==> config.mk <==
export PLATFORM = sky130hd
export DESIGN_NAME = led_rom_sequencer_flat
export DESIGN_NICKNAME = d
export VERILOG_FILES = /design/src/rtl/led_pkg.sv /design/src/rtl/led_rom_sequencer_if.sv /design/src/rtl/led_prescaler.sv /design/src/rtl/led_rom_sequencer.sv /design/src/flat_wrapper.sv
export SDC_FILE = /design/constraint.sdc
export NUM_CORES = 1
export LEC_CHECK = 0
export CORE_MARGIN = 2
export CORE_UTILIZATION = 50
export DETAILED_ROUTE_END_ITERATION = 8
export MAX_ROUTING_LAYER = met4
export PLACE_DENSITY_LB_ADDON = 0.25
export REMOVE_ABC_BUFFERS = 1
export SKIP_LAST_GASP = 1
export SLEW_MARGIN = 25
export SYNTH_ARGS = -nofsm -noshare
export SYNTH_HDL_FRONTEND = slang
export SYNTH_SLANG_ARGS = --single-unit
==> constraint.sdc <==
create_clock -name clk -period 2.3 [get_ports clk]
set_input_delay 0.46 -clock clk [delete_from_list [all_inputs] [get_ports clk]]
set_output_delay 0.46 -clock clk [all_outputs]
set_load 0.05 [all_outputs]
==> src/rtl/led_pkg.sv <==
// Shared definitions for the LED pattern ROM read path and its ROM wrappers.
package led_pkg;

   localparam int ADDR_W = 12;           // ROM word-address width
   localparam int DATA_W = 4;            // ROM data / LED width
   localparam int CLK_HZ = 200_000_000;  // board clock

   localparam logic DIR_LEFT  = 1'b0;    // address +1
   localparam logic DIR_RIGHT = 1'b1;    // address -1

   typedef enum logic [2:0] {
      IDLE,
      PRIME,
      WAIT,
      FETCH,
      CAPTURE
   } state_t;

endpackage

==> src/rtl/led_rom_sequencer_if.sv <==
// Read port between the sequencer (master) and a pattern ROM (slave).
interface led_rom_sequencer_if;
   import led_pkg::*;

   logic              rom_en;
   logic [ADDR_W-1:0] rom_addr;
   logic [DATA_W-1:0] rom_data;

   modport master (output rom_en, output rom_addr, input rom_data);
   modport slave  (input rom_en, input rom_addr, output rom_data);

endinterface

==> src/rtl/led_prescaler.sv <==
// Step-rate divider: tick marks the last of PRESCALE counted cycles.
module led_prescaler #(
   parameter int PRESCALE = 50_000_000
) (
   input  logic clk,
   input  logic rst,
   input  logic count_en,
   output logic tick
);

   localparam int               CNT_W = $clog2(PRESCALE);
   localparam logic [CNT_W-1:0] LAST  = CNT_W'(PRESCALE - 1);

   logic [CNT_W-1:0] count;

   // The count only reaches LAST by counting, so the tick that follows still
   // fires if count_en drops on that cycle.
   assign tick = (count == LAST);

   // Counter: wraps on tick, advances when enabled, otherwise holds.
   always_ff @(posedge clk or posedge rst) begin
      // NOTE: state registers use non-blocking assignments so every flop in
      // the design samples pre-edge values, independent of process order.
      if (rst)
         count <= '0;
      else if (tick)
         count <= '0;
      else if (count_en)
         count <= count + CNT_W'(1);
   end

endmodule

==> src/rtl/led_rom_sequencer.sv <==
// Walks the LED pattern ROM one address per step and latches the returned
// pattern onto the LED outputs.
module led_rom_sequencer
   import led_pkg::*;
#(
   parameter int PRESCALE  = 50_000_000,
   parameter int ADDR_LAST = 4095
) (
   input  logic                     clk,
   input  logic                     rst,
   input  logic                     run,
   input  logic                     dir,
   led_rom_sequencer_if.master      rom,
   output logic [DATA_W-1:0]        led,
   output logic                     step_pulse
);

   localparam logic [ADDR_W-1:0] LAST_A = ADDR_W'(ADDR_LAST);

   state_t            state, state_nx;
   logic              tick;
   logic              rom_en_nx;
   logic [ADDR_W-1:0] rom_addr_nx;
   logic [DATA_W-1:0] led_nx;
   logic              step_nx;

   // Neighbouring address with explicit wrap at 0 and ADDR_LAST.
   function automatic logic [ADDR_W-1:0] step_addr(input logic [ADDR_W-1:0] a,
                                                   input logic              d);
      if (d == DIR_LEFT)
         return (a == LAST_A) ? '0 : a + ADDR_W'(1);
      else
         return (a == '0) ? LAST_A : a - ADDR_W'(1);
   endfunction

   // The step period is counted only while waiting with stepping enabled.
   led_prescaler #(.PRESCALE(PRESCALE)) u_prescaler (
      .clk      (clk),
      .rst      (rst),
      .count_en (run && (state == WAIT)),
      .tick     (tick)
   );

   // State register.
   always_ff @(posedge clk or posedge rst) begin
      if (rst)
         state <= IDLE;
      else
         state <= state_nx;
   end

   // Next state: PRIME/CAPTURE show the start address, WAIT/FETCH/CAPTURE step.
   always_comb begin
      // NOTE: defaulting every combinational output first prevents latches
      // on paths that do not assign it.
      state_nx = state;
      unique case (state)
         IDLE:    if (run) state_nx = PRIME;
         PRIME:   state_nx = CAPTURE;
         WAIT:    if (tick) state_nx = FETCH;
         FETCH:   state_nx = CAPTURE;
         CAPTURE: state_nx = WAIT;
         default: state_nx = IDLE;
      endcase
   end

   // Output values for the next edge; dir only matters on the tick edge.
   always_comb begin
      rom_en_nx   = (state_nx != IDLE);
      rom_addr_nx = rom.rom_addr;
      led_nx      = led;
      step_nx     = 1'b0;
      if ((state == WAIT) && tick)
         rom_addr_nx = step_addr(rom.rom_addr, dir);
      if (state == CAPTURE) begin
         led_nx  = rom.rom_data;
         step_nx = 1'b1;
      end
   end

   // Registered outputs, cleared asynchronously by rst.
   always_ff @(posedge clk or posedge rst) begin
      if (rst) begin
         rom.rom_en   <= 1'b0;
         rom.rom_addr <= '0;
         led          <= '0;
         step_pulse   <= 1'b0;
      end else begin
         rom.rom_en   <= rom_en_nx;
         rom.rom_addr <= rom_addr_nx;
         led          <= led_nx;
         step_pulse   <= step_nx;
      end
   end

endmodule

==> src/flat_wrapper.sv <==
// flat-port wrapper written by rule: the top's interface ports become plain ports
module led_rom_sequencer_flat import led_pkg::*;
#(
   parameter int PRESCALE  = 50_000_000,
   parameter int ADDR_LAST = 4095
)
  (clk, rst, run, dir, led, step_pulse, rom_rom_en, rom_rom_addr, rom_rom_data);
  led_rom_sequencer_if rom_i ();
  input  logic clk;
  input  logic rst;
  input  logic run;
  input  logic dir;
  output logic [DATA_W-1:0] led;
  output logic step_pulse;
  output wire logic [$bits(rom_i.rom_en)-1:0] rom_rom_en;
  output wire logic [$bits(rom_i.rom_addr)-1:0] rom_rom_addr;
  input wire logic [$bits(rom_i.rom_data)-1:0] rom_rom_data;
  assign rom_rom_en = rom_i.rom_en;
  assign rom_rom_addr = rom_i.rom_addr;
  assign rom_i.rom_data = rom_rom_data;
  led_rom_sequencer #(.PRESCALE(PRESCALE), .ADDR_LAST(ADDR_LAST)) u_core (.clk(clk), .rst(rst), .run(run), .dir(dir), .rom(rom_i), .led(led), .step_pulse(step_pulse));
endmodule
==> results of run 1 <==
-- state kept, by name, summed over array words and instances, names as in the netlist --
signal and count:
u_core.rom.rom_en 1, u_core.rom.rom_addr 12, u_core.u_prescaler.count 26, u_core.led 4, u_core.step_pulse 1, u_core.state 3
-- worst max-delay path, delay by kind of cell (launching register included) --
kind	cells	cell delay, ns
AND/OR/NAND/NOR	3	1.20
buffers and inverters	1	0.19
AO/OA/AOI/OAI	2	0.23
flip-flops	1	0.43
-- cell usage after synthesis, types with 2 or more instances --
cell,count,area (sq um)
xnor2_1,8,70.1
ha_1,4,50.1
nor3_1,5,25.0
nor2_1,33,124
nor4_4,2,42.5
clkbuf_1,5,18.8
a21oi_1,13,65.1
nand4_1,16,100
o21a_1,2,15.0
a31oi_1,6,37.5
clkbuf_2,2,10.0
dfrtp_1,47,1180
nor4_1,6,37.5
inv_1,9,33.8
nor2b_1,6,37.5
nand2_1,24,90.1
mux2_2,5,56.3
and3_1,6,37.5
buf_6,3,33.8
xor2_1,16,140
and2_1,3,18.8
nand4b_1,2,17.5
or4b_1,2,20.0
nand3b_1,2,15.0
a22o_1,2,17.5
nand3_1,19,95.1
mux2i_1,4,40.0
buf_2,3,15.0
o21ai_0,7,35.0
-- cell usage in the layout (no fill, tap or decap), types with 3 or more instances in the layout --
master and count:
dfrtp_1 47, nor2_1 33, clkdlybuf4s50_1 25, nand2_1 24, nand3_1 19, buf_4 17
xor2_1 16, nand4_1 16, a21oi_1 13, inv_1 8, xnor2_1 8, o21ai_0 7
and3_1 6, nor4_1 6, a31oi_1 6, nor2b_1 6, nor3_1 5, mux2_2 5
clkbuf_8 5, mux2i_1 4, ha_1 4, and2_1 3
-- path summary, 6_finish.rpt --
kind	startpoint	end	slack (ns)	cells past startpoint
worst min register to register	u_core.led[0]$_DFFE_PP0P_	u_core.led[0]$_DFFE_PP0P_	0.52	1
min in group clk	u_core.led[0]$_DFFE_PP0P_	u_core.led[0]$_DFFE_PP0P_	0.52	1
worst min-delay path	rst	u_core.rom.rom_addr[10]$_DFFE_PP0P_	0.50	3
worst max-delay path	u_core.u_prescaler.count[8]$_DFFE_PP0P_	u_core.rom.rom_addr[3]$_DFFE_PP0P_	0.15	6
worst max register to register	u_core.u_prescaler.count[8]$_DFFE_PP0P_	u_core.rom.rom_addr[3]$_DFFE_PP0P_	0.15	6
max in group asynchronous	rst	u_core.u_prescaler.count[18]$_DFFE_PP0P_	1.57	3
-- cell type report --
| class | instances | share of cell area, % |
|---|---|---|
| Clock buffer | 5 | 2.08 |
| Clock inverter | 3 | 2.04 |
| Inverter | 9 | 1.02 |
| Multi-Input combinational cell | 224 | 44.1 |
| Sequential cell | 47 | 35.5 |
| Tap cell | 72 | 2.72 |
| Timing Repair Buffer | 44 | 12.6 |
-- through the flow --
| stage | power (mW) | std cells | util [%] |
|---|---|---|---|
| finish | 2.28 | 404 | 61.3 |
| global route | 2.40 | 404 | 61.3 |
| CTS | 2.31 | 404 | 61.3 |
| detailed placement | 1.59 | 396 | 58.8 |
| global placement | 1.57 | 396 | 58.8 |
| floorplan | 1.40 | 280 | - |
-- cells by family (layout without fill, tap and decap cells) --
logic type | count (synthesis) | after routing | share of synthesized area (%)
multiplexers | 9 | 9 | 3.50
AO/OA/AOI/OAI | 43 | 43 | 10.4
flip-flops | 47 | 47 | 42.7
XOR/XNOR | 24 | 24 | 7.63
AND/OR/NAND/NOR | 144 | 144 | 29.7
buffers and inverters | 23 | 61 | 4.31
adder cells (fa/ha/maj) | 4 | 4 | 1.82
-- per-layer routing --
metal / vias up / GRT usage [%] / share of wire (%)
li1: 1134 / - / -
met2: 58 / 37.8 / 51
met4: 0 / 7.72 / 1.9
met3: 12 / 3.56 / 3.9
met5: - / - / 0
met1: 1126 / 27.2 / 43
-- report_power, final --
| part | total, mW | leakage [nW] | switching (mW) | internal, mW |
|---|---|---|---|---|
| sequential | 1.02 | 0.621 | 0.0960 | 0.926 |
| clock | 0.719 | 0.0644 | 0.285 | 0.433 |
| combinational | 0.544 | 0.787 | 0.326 | 0.218 |
==> run summary, run 1 <==
Initial DRC count: 139
Synth cell types: 61
Tcrit/Tclk final: 93.5%
Max stage delay on crit path: 0.56 ns
Global-route wire length before repair: 10.7 mm
Final Max Tran Viols: 0
Ant diodes: 0
Routed wire length: 6.06 mm
CP Class: flop to flop
Max H-tree Level: 2
Required time worst endpoint: 2.49 ns
# port buffers: 25
Maximum clock frequency: 0.465 GHz
Initial Util: 51.0%
Vias in the first global route: 2397
Resize count post-CTS: 0
Global route overflow: 0
CTS tree: built
Pwr/cell area: 689 nW/um^2
Fill cell count: 466
Post-synth ARST share: 100%
TNS Setup: 0 ns
Setup violations, final: 0
Routed Antenna Nets: 0
Pin count of the biggest net entering global routing: 48
Sequential-to-total area share from yosys stat: 42.7%
CTS Sinks: 47
Top-Level Pins: 26
Routed WL per cell: 15.0 um
Setup Skew: 0.00643 ns
RSZ-0062 raised after global routing: no
Final hold slack: 0.500 ns
Most used DFF post-synth: dfrtp_1
Layout cell share with drive strength beyond 1: 13.6%
Initial antenna violation count: 0
Min Tclk post-route: 2.15 ns
Slowest-stage cell, CP: or4_4
Worst-margin pin slew: 0.550 ns
Hold Fails Final Rpt: 0
Warnings from Yosys: 0
Number of detailed-route iterations in the first pass: 4
Arrival @ worst endpoint: 2.34 ns
Post-synthesis average cell area: 9.38 sq um
Worst min path class: primary input to asynchronous set/reset pin
Clk Latency, worst-skew pair: 0.30 ns
Clk buf depth: 2
Avg Vias per Cell: 5.77
Post-Syn Area: 2760 sq um
EDFF count, synth: 0
Die W: 78.3 um
Post-route cell area: 3320 sq um
Slew margin rel.: 63.0%
Placed Instance Area: 3180 sq um
Die height: 78.3 um
Post-DP HPWL: 4.45 mm
Pre-CTS WS: 0.0798 ns
LEAKAGE: 1.47 nW
Syn Inst Count: 294
Core area: 5410 sq um
Peak supply drop: 0.000609 V
Die footprint: 6120 sq um
Post-CTS Hold Buffers: 0
Area of the multi-input gates: 1460 sq um
Post-CTS setup buffers: 0
Via count: 2330
Crit-path cells: or4_4 -> nor4_1 -> and4_2 -> buf_4 -> o21ai_2 -> a22o_1
Critical Path End Type: flop
Startpoint Class: flop
GP Congestion: 0.909
DRC viols: 0
# rows: 27
Max-cap violations: 0
Clk pin slew, worst setup/hold paths: 0.09 ns
Area delta synth->final: 20.3%
Total CTS buffers: 5
Layout Nets: 343
Max FO, Critical Path: 9
Global Route Usage Sum: 22.3%
Status: completed
CTS root buf: clkbuf_8
Worst setup margin: 0.149 ns
Seq. cell area: 1180 sq um
#FFs+latches synth: 47
No activity file was read; power rests on OpenSTA's default activity.
==> inputs of run 2 (changes only) <==
--- a/config.mk
+++ b/config.mk
@@ -7,7 +7,9 @@
 export LEC_CHECK = 0
 export CORE_MARGIN = 2
 export CORE_UTILIZATION = 50
+export CTS_CLUSTER_DIAMETER = 100
 export DETAILED_ROUTE_END_ITERATION = 8
+export GPL_ROUTABILITY_DRIVEN = 0
 export MAX_ROUTING_LAYER = met4
 export PLACE_DENSITY_LB_ADDON = 0.25
 export REMOVE_ABC_BUFFERS = 1
==> run 2 against run 1 <==
- final cell count unchanged
- sequential power about the same
- critical path depth down 5
- fmax down 2.1%
- first-iteration DRC count down 1.4%
- hold slack worse by 0.012 ns
- largest cell class unchanged
- critical endpoint is now rom_rom_addr[2]
- cell area down 0.26%
- clock power up 3.3%
- combinational power about the same
- sequential share of layout area up 0.094 points
- sequential cell count unchanged
- die area unchanged
==> run summary, run 2 (synthesized netlist as in run 1, its figures left out) <==
Startpoint Class: flop
Fill cell count: 475
Clk buf depth: 2
Setup violations, final: 0
Layout Nets: 343
Tcrit/Tclk final: 95.6%
LEAKAGE: 1.48 nW
Pwr/cell area: 697 nW/um^2
Slowest-stage cell, CP: clkdlybuf4s50_1
Arrival @ worst endpoint: 1.74 ns
Worst-margin pin slew: 0.506 ns
Hold Fails Final Rpt: 0
Ant diodes: 0
Max H-tree Level: 2
Critical Path End Type: primary output
CP Class: flop to primary output
Maximum clock frequency: 0.455 GHz
Vias in the first global route: 2313
Reg2Reg Launch Point: u_core.u_prescaler.count[8]$_DFFE_PP0P_
CTS root buf: clkbuf_8
Initial Util: 51.0%
CTS tree: built
Max FO, Critical Path: 13
Post-CTS setup buffers: 0
Initial antenna violation count: 0
Total power draw: 2.30 mW
Final Max Tran Viols: 0
Top Registers: u_core.u_prescaler.count: 26 flops, u_core.rom.rom_addr: 12 flops, u_core.led: 4 flops
Crit path max-delay family: buffers and inverters
Routed Antenna Nets: 0
# port buffers: 25
Layout cell share with drive strength beyond 1: 13.6%
Global-route wire length before repair: 10.3 mm
Min Tclk post-route: 2.20 ns
Most common cell after layout, fill and taps aside: dfrtp_1
Top-Level Pins: 26
Initial DRC count: 137
Finished Layout Cells: 404
R2r setup slk: 0.11 ns
Commonest non-fill, non-tap cells in the layout: dfrtp_1, nor2_1, clkdlybuf4s50_1
Pin count of the biggest net entering global routing: 48
Max-cap violations: 0
Global Route Usage Sum: 21.7%
Placed Cells: 396
Final hold slack: 0.488 ns
Die footprint: 6120 sq um
Status: completed
# rows: 27
Number of detailed-route iterations in the first pass: 5
Clk Latency, worst-skew pair: 0.31 ns
Post-CTS Hold Buffers: 0
Peak supply drop: 0.000795 V
R2R depth: 6
Crit-path cells: clkdlybuf4s50_1
Core area: 5410 sq um
Die W: 78.3 um
Slew margin rel.: 66.1%
Post-DP HPWL: 4.27 mm
RSZ-0062 raised after global routing: no
Clk pin slew, worst setup/hold paths: 0.09 ns
Area delta synth->final: 20.0%
DRC viols: 0
Setup Skew: 0.0104 ns
Resize count post-CTS: 0
Die height: 78.3 um
Required time worst endpoint: 1.84 ns
Number of flip-flops in the largest register: 26
Via count: 2344
CP bufs+invs: 1
Global route overflow: 0
TNS Setup: 0 ns
Max stage delay on crit path: 0.87 ns
CTS Sinks: 47
R2R Path End: u_core.rom.rom_addr[3]$_DFFE_PP0P_
Critical Path Stages: 1
Routed wire length: 5.96 mm
Avg Vias per Cell: 5.80
Worst min path class: primary input to asynchronous set/reset pin
Total CTS buffers: 5
Top reg by flops: u_core.u_prescaler.count
Routed WL per cell: 14.8 um
-- run 2: cell count changes in the layout (fill, tap and decap cells not counted) --
| cell | delta |
|---|---|
| inv_8 | +1 |
| buf_4 | +1 |
| clkinvlp_4 | -1 |
| buf_12 | -1 |
-- run 2: worst max-delay path by stage --
| stage | startpoint | slack, ns | end |
|---|---|---|---|
| finish | u_core.rom.rom_addr[2]$_DFFE_PP0P_ | 0.10 | rom_rom_addr[2] |
| global route | u_core.u_prescaler.count[8]$_DFFE_PP0P_ | 0.02 | u_core.rom.rom_addr[2]$_DFFE_PP0P_ |
| CTS | u_core.rom.rom_addr[2]$_DFFE_PP0P_ | 0.09 | rom_rom_addr[2] |
| detailed placement | run | 0.09 | u_core.u_prescaler.count[18]$_DFFE_PP0P_ |
| global placement | run | 0.11 | u_core.u_prescaler.count[18]$_DFFE_PP0P_ |
| floorplan | u_core.rom.rom_addr[0]$_DFFE_PP0P_ | 0.04 | u_core.rom.rom_addr[9]$_DFFE_PP0P_ |
-- run 2: power by group --
| part | switching [mW] | total, mW | internal (mW) |
|---|---|---|---|
| Sequential | 0.0952 | 1.02 | 0.925 |
| Combinational | 0.321 | 0.541 | 0.219 |
| Clock | 0.302 | 0.743 | 0.441 |
| Total | 0.719 | 2.30 | 1.59 |
-- run 2: metal layers --
metal | wire length, um | GRT usage, %
met3 | 245 | 3.79
met5 | 0 | -
met4 | 123 | 10.0
met2 | 2890 | 34.1
met1 | 2700 | 27.5
-- run 2: final cells by class --
cell class	instances	area, sq um	share of cell area [%]
Inverter	9	33.8	1.02
Sequential cell	47	1180	35.6
Clock inverter	3	71.3	2.16
Multi-Input combinational cell	224	1460	44.2
Clock buffer	5	68.8	2.08
Tap cell	72	90.1	2.72
Timing Repair Buffer	44	405	12.3
-- run 2: through the flow --
step	instance area [sq um]	setup WS (ns)	util [%]
4_1_cts	3310	0.0938	61.2
6_report	3310	0.102	61.2
3_5_place_dp	3170	0.0898	58.6
5_1_grt	3310	0.0194	61.2
2_1_floorplan	2670	0.0394	-
3_3_place_gp	3170	0.108	58.6
